===== src/rtl/fixed_point_dispatch.sv =====
// Issue/writeback stage in front of the fixed-point unit: holds one instruction on the
// FPU inputs, decides completion from op class, elapsed cycles and fpu_ready, buffers the result.
module fixed_point_dispatch #(
  parameter int WIDTH           = 32,
  parameter int FBITS           = 10,
  parameter int MUL_MIN_CYCLES  = 6,
  parameter int SQRT_MIN_CYCLES = 24,
  parameter int TIMEOUT         = 64
) (
  input  logic             clk,
  input  logic             reset,
  input  logic             in_valid,
  output logic             in_ready,
  input  logic [1:0]       in_op,
  input  logic [WIDTH-1:0] in_rs1,
  input  logic [WIDTH-1:0] in_rs2,
  input  logic [4:0]       in_rd,
  output logic [WIDTH-1:0] fpu_operand_1,
  output logic [WIDTH-1:0] fpu_operand_2,
  output logic [1:0]       fpu_operation,
  input  logic [WIDTH-1:0] fpu_result,
  input  logic             fpu_ready,
  output logic             wb_valid,
  input  logic             wb_ready,
  output logic [4:0]       wb_rd,
  output logic [WIDTH-1:0] wb_data,
  output logic             busy,
  output logic             timeout_err
);

  typedef enum logic [1:0] {OP_ADD = 2'd0, OP_SUB = 2'd1, OP_MUL = 2'd2, OP_SQRT = 2'd3} op_e;
  typedef enum logic [1:0] {S_IDLE, S_EXEC, S_WB} state_e;

  localparam int CW = $clog2(TIMEOUT + 1);

  if (FBITS >= WIDTH || TIMEOUT <= MUL_MIN_CYCLES || TIMEOUT <= SQRT_MIN_CYCLES) begin : g_bad_params
    $error("fixed_point_dispatch: inconsistent parameters");
  end

  state_e        state;
  op_e           op_q;
  logic [4:0]    rd_q;
  logic [CW-1:0] cnt;
  logic          done;
  logic          timed_out;

  assign fpu_operation = op_q;
  assign busy          = (state != S_IDLE);
  assign in_ready      = (state == S_IDLE) && !reset;

  // Minimum wait masks an fpu_ready left high by the previous operation.
  // NOTE: every signal assigned in always_comb gets a default first, so no latch is inferred.
  always_comb begin
    done      = 1'b0;
    timed_out = 1'b0;
    unique case (op_q)
      OP_ADD, OP_SUB: done = 1'b1;
      OP_MUL:         done = fpu_ready && (cnt >= CW'(MUL_MIN_CYCLES));
      OP_SQRT:        done = fpu_ready && (cnt >= CW'(SQRT_MIN_CYCLES));
      default:        done = 1'b0;
    endcase
    if (!done && (op_q == OP_MUL || op_q == OP_SQRT) && cnt == CW'(TIMEOUT))
      timed_out = 1'b1;
  end

  // NOTE: sequential state uses non-blocking assignments only; the async reset clears
  // every register here, which is cheap since there is no memory array in this block.
  always_ff @(posedge clk or posedge reset) begin
    if (reset) begin
      state         <= S_IDLE;
      op_q          <= OP_ADD;
      rd_q          <= '0;
      cnt           <= '0;
      fpu_operand_1 <= '0;
      fpu_operand_2 <= '0;
      wb_valid      <= 1'b0;
      wb_rd         <= '0;
      wb_data       <= '0;
      timeout_err   <= 1'b0;
    end else begin
      unique case (state)
        S_IDLE: begin
          if (in_valid) begin
            fpu_operand_1 <= in_rs1;
            fpu_operand_2 <= in_rs2;
            op_q          <= op_e'(in_op);
            rd_q          <= in_rd;
            cnt           <= '0;
            state         <= S_EXEC;
          end
        end
        S_EXEC: begin
          if (cnt != CW'(TIMEOUT)) cnt <= cnt + 1'b1;
          if (timed_out) timeout_err <= 1'b1;
          if (done || timed_out) begin
            // Writes to x0 are dropped without a writeback handshake.
            if (rd_q != 5'd0) begin
              wb_data  <= done ? fpu_result : '0;
              wb_rd    <= rd_q;
              wb_valid <= 1'b1;
              state    <= S_WB;
            end else begin
              state    <= S_IDLE;
            end
          end
        end
        S_WB: begin
          if (wb_ready) begin
            wb_valid <= 1'b0;
            state    <= S_IDLE;
          end
        end
        default: state <= S_IDLE;
      endcase
    end
  end

endmodule


===== config.mk =====
export PLATFORM = sky130hd
export DESIGN_NAME = fixed_point_dispatch
export DESIGN_NICKNAME = d
export VERILOG_FILES = /design/src/rtl/fixed_point_dispatch.sv
export SDC_FILE = /design/constraint.sdc
export NUM_CORES = 1
export LEC_CHECK = 0
export CORE_ASPECT_RATIO = 2
export CORE_MARGIN = 2
export CORE_UTILIZATION = 30
export CTS_CLUSTER_DIAMETER = 60
export DETAILED_ROUTE_END_ITERATION = 8
export PLACE_DENSITY_LB_ADDON = 0.25
export SLEW_MARGIN = 25
export SYNTH_ARGS = -nofsm -noshare
export SYNTH_HDL_FRONTEND = slang
export SYNTH_SLANG_ARGS = --single-unit

===== constraint.sdc =====
create_clock -name clk -period 5.35 [get_ports clk]
set_clock_uncertainty 0.2 [all_clocks]
set_input_delay 0.8025 -clock clk [delete_from_list [all_inputs] [get_ports clk]]
set_output_delay 0.8025 -clock clk [all_outputs]
set_load 0.03 [all_outputs]

# Yosys cells after proc, flatten, opt, wreduce, memory -nomap -nowiden
# Index checks and enable logic that the tools add are counted.
totals:
  regBits: 119
  latch_bits: 0
  ram_bits: 0
  romBits: 0
  inputBits: 108
  output_inout_bits: 107
  memories: 0
op_classes:
  addsub: 1
  multipliers: 0
  div_mod_pow: 0
  magnitude_cmp: 2
  n_eq_ne: 12
  n_shift: 0
  mux: 15
  n_bitwise: 0
  reduce_logical: 22
op_table:
  columns: ["cell", "count"]
  rows:
  - ["$mux 32", 1]
  - ["$mux 7", 2]
  - ["$pmux 7 s2", 1]
  - ["$ne 2x2->1 const B", 5]
  - ["$reduce_and 3->1", 3]
  - ["$mux 2", 4]
  - ["$add 7x1->7 const B", 1]
  - ["$eq 7x7->1 const B", 1]
  - ["$ge 7x3->1 const B", 1]
  - ["$ge 7x5->1 const B", 1]
  - ["$ne 7x7->1 const B", 1]
  - ["$eq 2x2->1 const B", 3]
  - ["$pmux 2 s3", 1]
  - ["$reduce_bool 2->1", 3]
  - ["$logic_and 1x1->1", 5]
  - ["$reduce_bool 5->1", 1]
  - ["$eq 2x1->1 const B", 2]
  - ["$logic_not 2->1", 2]
  - ["$mux 1", 4]
  - ["$reduce_and 2->1", 2]
  - ["$reduce_and 4->1", 1]
  - ["$pmux 1 s3", 1]
  - ["$logic_not 1->1", 2]
  - ["$logic_or 1x1->1", 2]
  - ["other kinds (2)", 2]

# Longest topological paths before layout
logic_depth:
  depth_word: 10
  ltp_mapped: 9

# Worst setup path before layout
# Ideal clock, no wire load.
synth_path:
  path_type: "in2out"
  start: "input port reset"
  end: "output port in_ready"
  arrival_ps: 1216
  setup_slack_ps: 3132
  cell_stages: 1
  path_buffers: 0
  cell_sequence: "nor2_1"
synth_between:
  elab_chain_cells: 2
synth_lines:
  columns: ["element", "line", "rtl"]
  rows:
  - ["from (decl)", "11", "input logic reset,"]
  - ["$logic_not 1->1 (no line)", null, null]
  - ["$logic_and 1x1->1", "49", "assign in_ready = (state == S_IDLE) && !reset;"]
  - ["to (decl)", "13", "output logic in_ready,"]
# No other way between the ends.

# Final worst setup path
# Ends and elaborated chain as after synthesis.

==> impl_results.md <==
- DRC violations left: 0
- Initial core utilization: 30.77%
- Drt pass-1 iters: 4
- Delay of the slowest cell on the worst path: 0.67 ns
- Maximum fanout along the worst path: 2
- Layout net count: 775
- Clock buffer depth: 2
- First-pass GRT wire length: 21.49 mm
- Crit end category: output pin
- DRT Wirelength: 13.49 mm
- Total gr overflow: 0
- Final Critical Period: 3.088 ns
- Cell area power density: 682.2 nW/um^2
- I/O pin cnt: ~220
- Number of max-cap violations: 0
- Starting DRC count in detailed routing: between 100 and 150
- Fin crit share: between 50% and 60%
- Final hold violations: 0
- FF+latch area: a little under 3000 sq um
- CP max-delay cell: clkdlybuf4s50_1
- Later-pin clock latency in the skew report: 0.40 ns
- RSZ-0062 raised after global routing: no
- R2R Path Start: rd_q[1]
- VDD IR max: between 0.2 and 0.3 mV
- Die height: 178.3 microns
- Setup violators final: 0
- Die area: around 16000 sq um
- Req. time, crit path: 4.35 ns
- Vias in the first global route: 4175
- Final Power: 5.105 mW
- Most common cell after layout, fill and taps aside: nand2_1
- Gr usage total: 16.81%
- Critical Path Most Common Cell: clkdlybuf4s50_1
- CTS H-Tree Depth: 4
- Via/cell ratio: about 4.6
- Synthesis Warnings: 0
- Port buffer count: 214
- Core ar.: approximately 15000 sq um
- Worst Setup SP: reset
- Number of cell rows: 63
- Routed WL per cell: 15.47 microns
- Fill cells: ~1400
- Crit path DAT: 2.09 ns
- Setup bufs post-CTS: 0
- Cts bufs inserted: 17
- Die span in x: 91.17 microns
- Syn_nets: between 500 and 600
- Placer Congestion: 0.7461
- Max Clk Rate: 323.9 MHz
- Register area share after synthesis: about two thirds
- Final Max Slew Viols: 0
- Crit Path Class: input port to output pin
- Multi-input logic area: 1471 sq um
- Share of layout cells above drive strength 1: 6.499%
- Setup TNS after final layout: 0 ns
- Initial antenna violation count: 0
- Leak: between 3 and 4 nW
- Yosys top cell area share: 65.31%
- Synth top area cells: dfrtp_1, nand2_1, a22o_1
- Leading area contributor after synthesis: dfrtp_1
- Status: completed
- PostCTS Resize Cnt: 0
- CTS Sinks: 119
- Root buf cell: clkbuf_16
- Critical Path Source Type: input port
- Antenna-violating nets left: 0
- Commonest cells after routing, fill and taps aside: nand2_1, clkdlybuf4s50_1, dfrtp_1
- Clock slew seen by the registers of the worst setup and hold paths: 0.05 ns
- Avg Synthesized Cell Area: 10.13 sq um
- Mapped cell area: about 4600 sq um
- Slew @ Worst Pin: about 0.76 ns
- Worst min path class: register to register
- Relative slew margins: around half
- TritonCTS clock tree: yes
- # hold bufs at CTS: 0
- Antenna cells: 0
- #FFs+latches synth: 119
- HPWL Detailed: 9.666 mm
- Post-Syn Instances: 450
- Area Growth Syn to Fin: 64.13%
- Crit path cell chain: clkdlybuf4s50_1 -> nor2_1 -> clkdlybuf4s50_1
- Largest net degree at the start of global routing: 85
- HP Start: timeout_err
- Vias: about 4000
- Cell variety after synth: 28
-- per-stage QoR --
step / utilization, % / cell area (sq um) / cells / setup slack (ns) / hold WS (ns)
4_1_cts: 50.38 / 7466 / 871 / 2.290 / 0.2665
3_5_place_dp: 46.39 / 6875 / 839 / 2.246 / 0.2570
2_1_floorplan: - / 4559 / 450 / 1.190 / 0.2595
5_1_grt: 50.50 / 7483 / 872 / 2.204 / 0.2769
3_3_place_gp: 46.39 / 6874 / 839 / 2.210 / 0.2395
6_report: 50.50 / 7483 / 872 / 2.262 / 0.2657
-- path summary, 6_finish.rpt --
path | slack, ns | cells past startpoint | endpoint
max | 2.26 | 3 | in_ready
max reg2reg | 2.98 | 4 | state[1]
min | 0.27 | 1 | timeout_err
max in group asynchronous | 3.24 | 3 | wb_data[13]
min in group asynchronous | 0.74 | 2 | wb_data[30]
min reg2reg | 0.27 | 1 | timeout_err
-- final cells by class --
class | count | area share (%)
clock buffer | 18 | 5.869
clock inverter | 14 | 2.023
inverter | 4 | 0.2675
multi-input combinational | 304 | 19.66
sequential | 119 | 39.79
tap | 195 | 3.260
timing repair buffer | 218 | 29.13
-- logic make-up (layout without fill, tap and decap cells) --
group	after synthesis	after routing	synth area share, %
AO/OA/AOI/OAI	49	49	8.644
XOR/XNOR	3	3	0.5764
adder cells (fa/ha/maj)	3	3	0.8234
buffers and inverters	27	254	2.662
flip-flops	119	119	65.31
AND/OR/NAND/NOR	249	249	21.98
-- layer usage --
metal | vias to the layer above | GRT usage [%] | wire length, microns | part of all wire [%]
li1 | 1888 | - | - | -
met1 | 1932 | 17.49 | 4730 | 35
met2 | 151 | 31.54 | 7677 | 57
met3 | 19 | 4.140 | 773 | 5.7
met4 | 0 | 7.323 | 305 | 2.3
met5 | - | 0 | 0 | 0
-- where the power goes --
group / total (mW) / internal (mW) / leakage (nW) / switching [mW]
clock network: 1.12 / 0.699 / 0.275 / 0.417
logic: 2.43 / 1.00 / 1.77 / 1.43
registers: 1.56 / 1.31 / 1.49 / 0.248
total: 5.10 / 3.01 / 3.53 / 2.09
-- sequential cells by signal, summed over array words and instances, names as in the netlist --
| name | count |
|---|---|
| fpu_operand_1 | 32 |
| rd_q | 5 |
| fpu_operand_2 | 32 |
| cnt | 7 |
| wb_rd | 5 |
| state | 2 |
| wb_data | 32 |
| timeout_err | 1 |
| wb_valid | 1 |
| fpu_operation | 2 |
-- worst max-delay path: cells and delay by family --
kind                   cells  cell delay, ns
buffers and inverters      2            1.15
AND/OR/NAND/NOR            1            0.13
-- synthesized netlist by cell type (all sizes together) --
master  instances
a21o            1
or4             1
nand2         221
a21oi           3
o21ai           6
and2            1
xor2            3
nand4           2
ha              3
nor3            2
or3             2
inv             4
a31o            1
nor2b           1
dfrtp         119
nor2            7
a22o           37
nand3           6
nor4bb          1
clkbuf         14
nor3b           1
a211o           1
nand4b          1
buf             9
nand2b          3
Power figures use the tool's default switching activity.
